<file path="config.mk">
export PLATFORM = sky130hd
export DESIGN_NAME = button_event_gen
export DESIGN_NICKNAME = d
export VERILOG_FILES = /design/src/rtl/button_event_gen.sv
export SDC_FILE = /design/constraint.sdc
export NUM_CORES = 1
export LEC_CHECK = 0
export CELL_PAD_IN_SITES_DETAIL_PLACEMENT = 1
export CELL_PAD_IN_SITES_GLOBAL_PLACEMENT = 2
export CORE_ASPECT_RATIO = 1.5
export CORE_MARGIN = 2
export CORE_UTILIZATION = 43
export CTS_BUF_LIST = sky130_fd_sc_hd__clkbuf_2
export CTS_CLUSTER_DIAMETER = 60
export DETAILED_ROUTE_END_ITERATION = 10
export MAX_ROUTING_LAYER = met4
export PLACE_DENSITY_LB_ADDON = 0.1
export RECOVER_POWER = 100
export SLEW_MARGIN = 20
export SYNTH_ARGS = -nofsm -noshare
export SYNTH_HDL_FRONTEND = slang
export SYNTH_SLANG_ARGS = --single-unit
</file>
<file path="constraint.sdc">
create_clock -name clk -period 5.01 [get_ports clk]
set_input_delay 1.002 -clock clk [delete_from_list [all_inputs] [get_ports clk]]
set_output_delay 1.002 -clock clk [all_outputs]
set_load 0.01 [all_outputs]
</file>
<file path="src/rtl/button_event_gen.sv">
// button_event_gen
//   Turns the four debounced button levels into press and auto-repeat events.
//   Each button owns a one-deep pending slot; a fixed-priority arbiter feeds a
//   single registered valid/ready event port. A one-cycle strobe per button
//   reports every fresh press independently of the event handshake.
//
// Ports
//   clk                  system clock, rising edge
//   rst                  asynchronous reset, active low
//   left/right/middle/down  debounced levels, asynchronous to clk
//   repeat_en            auto-repeat enable, synchronous to clk
//   evt_valid/evt_ready  event handshake
//   evt_code             0=left 1=right 2=middle 3=down
//   evt_repeat           1 = auto-repeat event, 0 = fresh press
//   pulse_l/r/m/d        one-cycle press strobes
//   drop_cnt             saturating count of events lost to a full slot
module button_event_gen #(
  parameter int CNT_W         = 26,
  parameter int REPEAT_DELAY  = 25000000,
  parameter int REPEAT_PERIOD = 5000000
) (
  input  logic       clk,
  input  logic       rst,
  input  logic       left,
  input  logic       right,
  input  logic       middle,
  input  logic       down,
  input  logic       repeat_en,
  output logic       evt_valid,
  output logic [1:0] evt_code,
  output logic       evt_repeat,
  input  logic       evt_ready,
  output logic       pulse_l,
  output logic       pulse_r,
  output logic       pulse_m,
  output logic       pulse_d,
  output logic [7:0] drop_cnt
);

  localparam logic [CNT_W-1:0] DELAY_LAST  = CNT_W'(REPEAT_DELAY - 1);
  localparam logic [CNT_W-1:0] PERIOD_LAST = CNT_W'(REPEAT_PERIOD - 1);

  // Bit index equals the event code: 0=left 1=right 2=middle 3=down.
  logic [3:0] btn_raw;
  assign btn_raw = {down, middle, right, left};

  // Synchronizer: sync_p0/sync_p1 are the two metastability flops,
  // sync_p2 holds the previous synchronized level for edge detection.
  logic [3:0] sync_p0, sync_p1, sync_p2;

  always_ff @(posedge clk or negedge rst) begin
    if (!rst) begin
      sync_p0 <= '0;
      sync_p1 <= '0;
      sync_p2 <= '0;
    end else begin
      sync_p0 <= btn_raw;
      sync_p1 <= sync_p0;
      sync_p2 <= sync_p1;
    end
  end

  // Edge detection and hold counter (operate on sync_p1 / sync_p2).
  logic [3:0]       press;
  logic             one_held;
  logic             hold_run;
  logic             rpt_hit;
  logic [3:0]       rpt_vec;
  logic [CNT_W-1:0] hold_cnt;
  logic             phase;

  assign press    = sync_p1 & ~sync_p2;
  assign one_held = (sync_p1 != 4'd0) && ((sync_p1 & (sync_p1 - 4'd1)) == 4'd0);
  // A change of the held set shows up as sync_p1 != sync_p2 and restarts timing.
  assign hold_run = repeat_en && one_held && (sync_p1 == sync_p2);
  assign rpt_hit  = hold_run && (hold_cnt == (phase ? PERIOD_LAST : DELAY_LAST));
  assign rpt_vec  = rpt_hit ? sync_p1 : 4'd0;

  always_ff @(posedge clk or negedge rst) begin
    if (!rst) begin
      hold_cnt <= '0;
      phase    <= 1'b0;
    end else if (!hold_run) begin
      hold_cnt <= '0;
      phase    <= 1'b0;
    end else if (rpt_hit) begin
      hold_cnt <= '0;
      phase    <= 1'b1;
    end else begin
      hold_cnt <= hold_cnt + 1'b1;
    end
  end

  // Pending slots and arbiter.
  logic [3:0] pend_v, pend_r;
  logic [3:0] new_evt;
  logic [3:0] grant;
  logic [3:0] drops;
  logic [1:0] grant_code;
  logic       grant_any;
  logic       take;
  logic [2:0] drop_num;
  logic [8:0] drop_sum;

  assign new_evt   = press | rpt_vec;
  // Output register is empty or is handing its event over on this edge.
  assign take      = !evt_valid || evt_ready;
  assign grant_any = |grant;

  always_comb begin
    grant      = 4'd0;
    grant_code = 2'd0;
    if (take) begin
      if (pend_v[2]) begin
        grant[2]   = 1'b1;
        grant_code = 2'd2;
      end else if (pend_v[0]) begin
        grant[0]   = 1'b1;
        grant_code = 2'd0;
      end else if (pend_v[1]) begin
        grant[1]   = 1'b1;
        grant_code = 2'd1;
      end else if (pend_v[3]) begin
        grant[3]   = 1'b1;
        grant_code = 2'd3;
      end
    end
  end

  always_comb begin
    drops    = 4'd0;
    drop_num = 3'd0;
    for (int b = 0; b < 4; b++) begin
      // A slot being granted this cycle counts as free, so it reloads without a drop.
      drops[b] = new_evt[b] && pend_v[b] && !grant[b];
      drop_num = drop_num + 3'(drops[b]);
    end
    drop_sum = {1'b0, drop_cnt} + 9'(drop_num);
  end

  always_ff @(posedge clk or negedge rst) begin
    if (!rst) begin
      pend_v   <= '0;
      pend_r   <= '0;
      drop_cnt <= '0;
    end else begin
      for (int b = 0; b < 4; b++) begin
        if (new_evt[b] && (!pend_v[b] || grant[b])) begin
          pend_v[b] <= 1'b1;
          pend_r[b] <= rpt_vec[b];
        end else if (grant[b]) begin
          pend_v[b] <= 1'b0;
        end
      end
      drop_cnt <= drop_sum[8] ? 8'hFF : drop_sum[7:0];
    end
  end

  // Output register and press strobes.
  always_ff @(posedge clk or negedge rst) begin
    if (!rst) begin
      evt_valid  <= 1'b0;
      evt_code   <= 2'd0;
      evt_repeat <= 1'b0;
      pulse_l    <= 1'b0;
      pulse_r    <= 1'b0;
      pulse_m    <= 1'b0;
      pulse_d    <= 1'b0;
    end else begin
      if (grant_any) begin
        evt_valid  <= 1'b1;
        evt_code   <= grant_code;
        evt_repeat <= pend_r[grant_code];
      end else if (evt_valid && evt_ready) begin
        evt_valid  <= 1'b0;
      end
      pulse_l <= press[0];
      pulse_r <= press[1];
      pulse_m <= press[2];
      pulse_d <= press[3];
    end
  end

endmodule

</file>
==> results.yml <==
logic_synthesis:
  syn_nets: 320
  synthSimpleGateAreaFrac: 0.2155
  yosys_warnings: 0
  syn-cell-area_um2: 3164
  synth.area.mux_share: 0.006722
  synth_cell_type_count: 55
  synthCells: 303
  synth_async_sr_flop_share: 1.000
  ys_seq_area_frac: 0.4982
  synth_top_flop_cell: "dfrtp_1"
  synthAdderAreaFrac: 0.04270
  synth.avg_cell_area_um2: 10.44
  synth_edf_count: 0
  synth_top_family_by_area: "simple AND/OR/NAND/NOR gates"
  synth-compound-area-share: 0.1510
  ys_seq_elements: 63
  yosys.area_share.xor_xnor: 0.04429
setup_path:
  crit_type: "input pin to register"
  r2r_slack_ps: 1370
  critPathMaxStageDelay_ps: 560
  worstRegToRegCells: 13
  critPathMaxFanout: 6
  critPathBufInv: 2
  r2r-end: "drop_cnt[1]$_DFF_PN0_"
  critPathTopFamily: "adder cells"
  crit_path_frequent_cell: "fa_1"
  critPathRequiredTime_ps: 5460
  path_cells: "dlygate4sd3_1 > nor2b_1 > o21ai_0 > nor2_1 > a31oi_1 > fa_1 > fa_1 > inv_1 > fa_1 > nand2_1 > nor2_1 > nand3_1 > nand2b_1"
  crit_arrival_ps: 4320
  endpoint_kind: "register"
  r2r-start: "hold_cnt[8]$_DFF_PN0_"
  crit_slowest_cell: "dlygate4sd3_1"
  cp.depth: 13
  crit_path_start_kind: "input pin"
floorplan:
  rows: 38
  die_y_um: 109.1
  start_util: 0.4407
  die-width_um: 74.04
  ios: 24
  fp.coreArea_um2: 7179
  die_area_um2: 8075
place:
  place.port_buffers: 23
  place_area_um2: 3492
  place_hpwl_um: 5193
  dp_slack_ps: 701.0
  gp_congestion: 0.8026
  place_inst: 420
min_path:
  holdCritStartpoint: "sync_p0[1]$_DFF_PN0_"
  hold-path-cell-count: 0
  min_path_type: "register to register"
  holdPathEnd: "sync_p1[1]$_DFF_PN0_"
clocking:
  cts_resized: 0
  cts_setup_buffers: 0
  clk_path_buf_depth: 2
  cts-root-buf: "clkbuf_2"
  cts_tree: "yes"
  cts.sinks: 63
  cts.clk_slew.worst_paths_ps: 160
  cts.htree.levels: 3
  clk-insertion-delay-late_ps: 510
  cts-buffers-inserted: 9
  ctsHoldBuffers: 0
sta:
  slew_headroom: -1.250
  final_max_slew_viol_count: 93
  setup_slack_ps: 1133
  fin_crit_ps: 3877
  rsz0062_at_grt: "false"
  worst_pin_slew_ps: 3375
  max_freq_mhz: 258.0
  setup_violations: 0
  finalClockSkew_ps: 13.31
  hold_slack_ps: 367.1
  final.setup.tns_ps: 0
  fin_crit_sh: 0.7738
  hold_viol: 0
routing:
  drtIter0Drc: 98
  ant_nets: 0
  drt_pass1_iterations: 4
  vias_per_cell: 5.642
  drc: 0
  wl_per_cell_um: 16.65
  routed_wl_um: 7259
  dr_total_vias: 2460
global_routing:
  grt_pass1_wl_um: 12410
  grt_util_all_layers: 0.2112
  grt_max_degree: 64
  overflow: 0
  grt_antenna_before_repair: 0
  first_global_vias: 2567
pwr:
  clockPowerShare: 0.239
  max-vdd-ir-drop_mv: 0.1479
  p_seq_frac: 0.569
  netSwitchingPower_uw: 334.4
  p_comb_frac: 0.192
  cellPowerDensity_nw_per_um2: 295.9
  power.share.switching: 0.3187
  leakagePower_nw: 1.450
  power_mw: 1.049
  intPower_uw: 714.9
finish:
  area_delta_synth_final_pct: 12.06
  fillCellCount: 817
  fin_util: 0.4939
  n_antenna_cell: 0
  fin_nets: 348
  final_common_cell: "dfrtp_1"
  stdcell_area_um2: 3546
  drive_gt1_frac: 0.08036
  fin_cells: 436
  final_cell_mix: "63 x dfrtp_1, 21 x dlygate4sd3_1, 19 x inv_1"
run_status:
  status: "finished, violations left"
  violations: "capacitance limit, slew limit"
run:
  maxCapViolCount: 2
## routing by layer
metal / track usage / share of wire / vias up
met4: 0.08961 / 0.019 / 0
met3: 0.04159 / 0.015 / 9
met1: 0.2375 / 0.42 / 1258
li1: - / - / 1175
met2: 0.3597 / 0.55 / 18
met5: - / 0 / -
## power groups by stage
stage	Clock [mW]	Combinational (mW)	Sequential, mW
floorplan	0	0.0976	0.614
global placement	0	0.215	0.610
global route	0.286	0.230	0.604
CTS	0.263	0.222	0.600
finish	0.251	0.201	0.597
detailed placement	0	0.221	0.610
## flip-flops by register name (all words and copies together) (netlist names)
register    count
sync_p0         4
pend_v          4
sync_p2         4
evt_valid       1
evt_code        2
drop_cnt        8
pulse_l         1
pend_r          4
sync_p1         4
evt_repeat      1
pulse_m         1
pulse_r         1
hold_cnt       26
pulse_d         1
phase           1
## worst max path at each step
stage / start / end / slack [ps]
floorplan: evt_ready / drop_cnt[7]$_DFF_PN0_ / 1400
global route: rst / hold_cnt[19]$_DFF_PN0_ / 780
global placement: evt_ready / drop_cnt[1]$_DFF_PN0_ / 810
finish: evt_ready / drop_cnt[1]$_DFF_PN0_ / 1130
detailed placement: evt_ready / drop_cnt[5]$_DFF_PN0_ / 700
CTS: evt_ready / drop_cnt[1]$_DFF_PN0_ / 1280
## final cells by class
class	count	area (µm²)	share of cell area
multi-input cells	210	1441	0.4065
flip-flops and latches	63	1577	0.4446
clock inverters	5	25.02	0.007057
inverters	19	71.32	0.02011
well taps	100	125.1	0.03529
repair buffers	28	251.5	0.07092
clock buffers	11	55.05	0.01553
## cell usage after synthesis (all sizes together), types with 2 or more instances
cell type	n	area share
nand4	8	0.021
a31o	3	0.0083
or2	3	0.0059
and4b	3	0.0095
o31ai	5	0.012
nor2b	2	0.0040
xor2	7	0.019
nor3	16	0.025
a41o	4	0.013
o22a	2	0.0055
xnor2	9	0.025
nor4b	3	0.0083
nand2b	4	0.0079
fa	3	0.019
nand3	16	0.027
clkbuf	5	0.0059
nor4	5	0.0099
buf	6	0.013
o21ai	14	0.022
inv	19	0.023
a31oi	3	0.0059
or3	8	0.016
nor3b	3	0.0071
nor2	18	0.021
nand2	17	0.020
or4	6	0.017
ha	6	0.024
a21boi	3	0.0071
a21oi	6	0.0095
o2111ai	2	0.0055
a211oi	15	0.043
o311ai	2	0.0055
dfrtp	63	0.50
and3	4	0.0083
## logic make-up (layout without fill, tap and decap cells)
group | Yosys count | count (layout)
AO/OA/AOI/OAI | 64 | 64
buffers and inverters | 30 | 63
adder cells (fa/ha/maj) | 9 | 9
XOR/XNOR | 16 | 16
multiplexers | 2 | 2
flip-flops | 63 | 63
AND/OR/NAND/NOR | 119 | 119
Power figures use the tool's default switching activity.
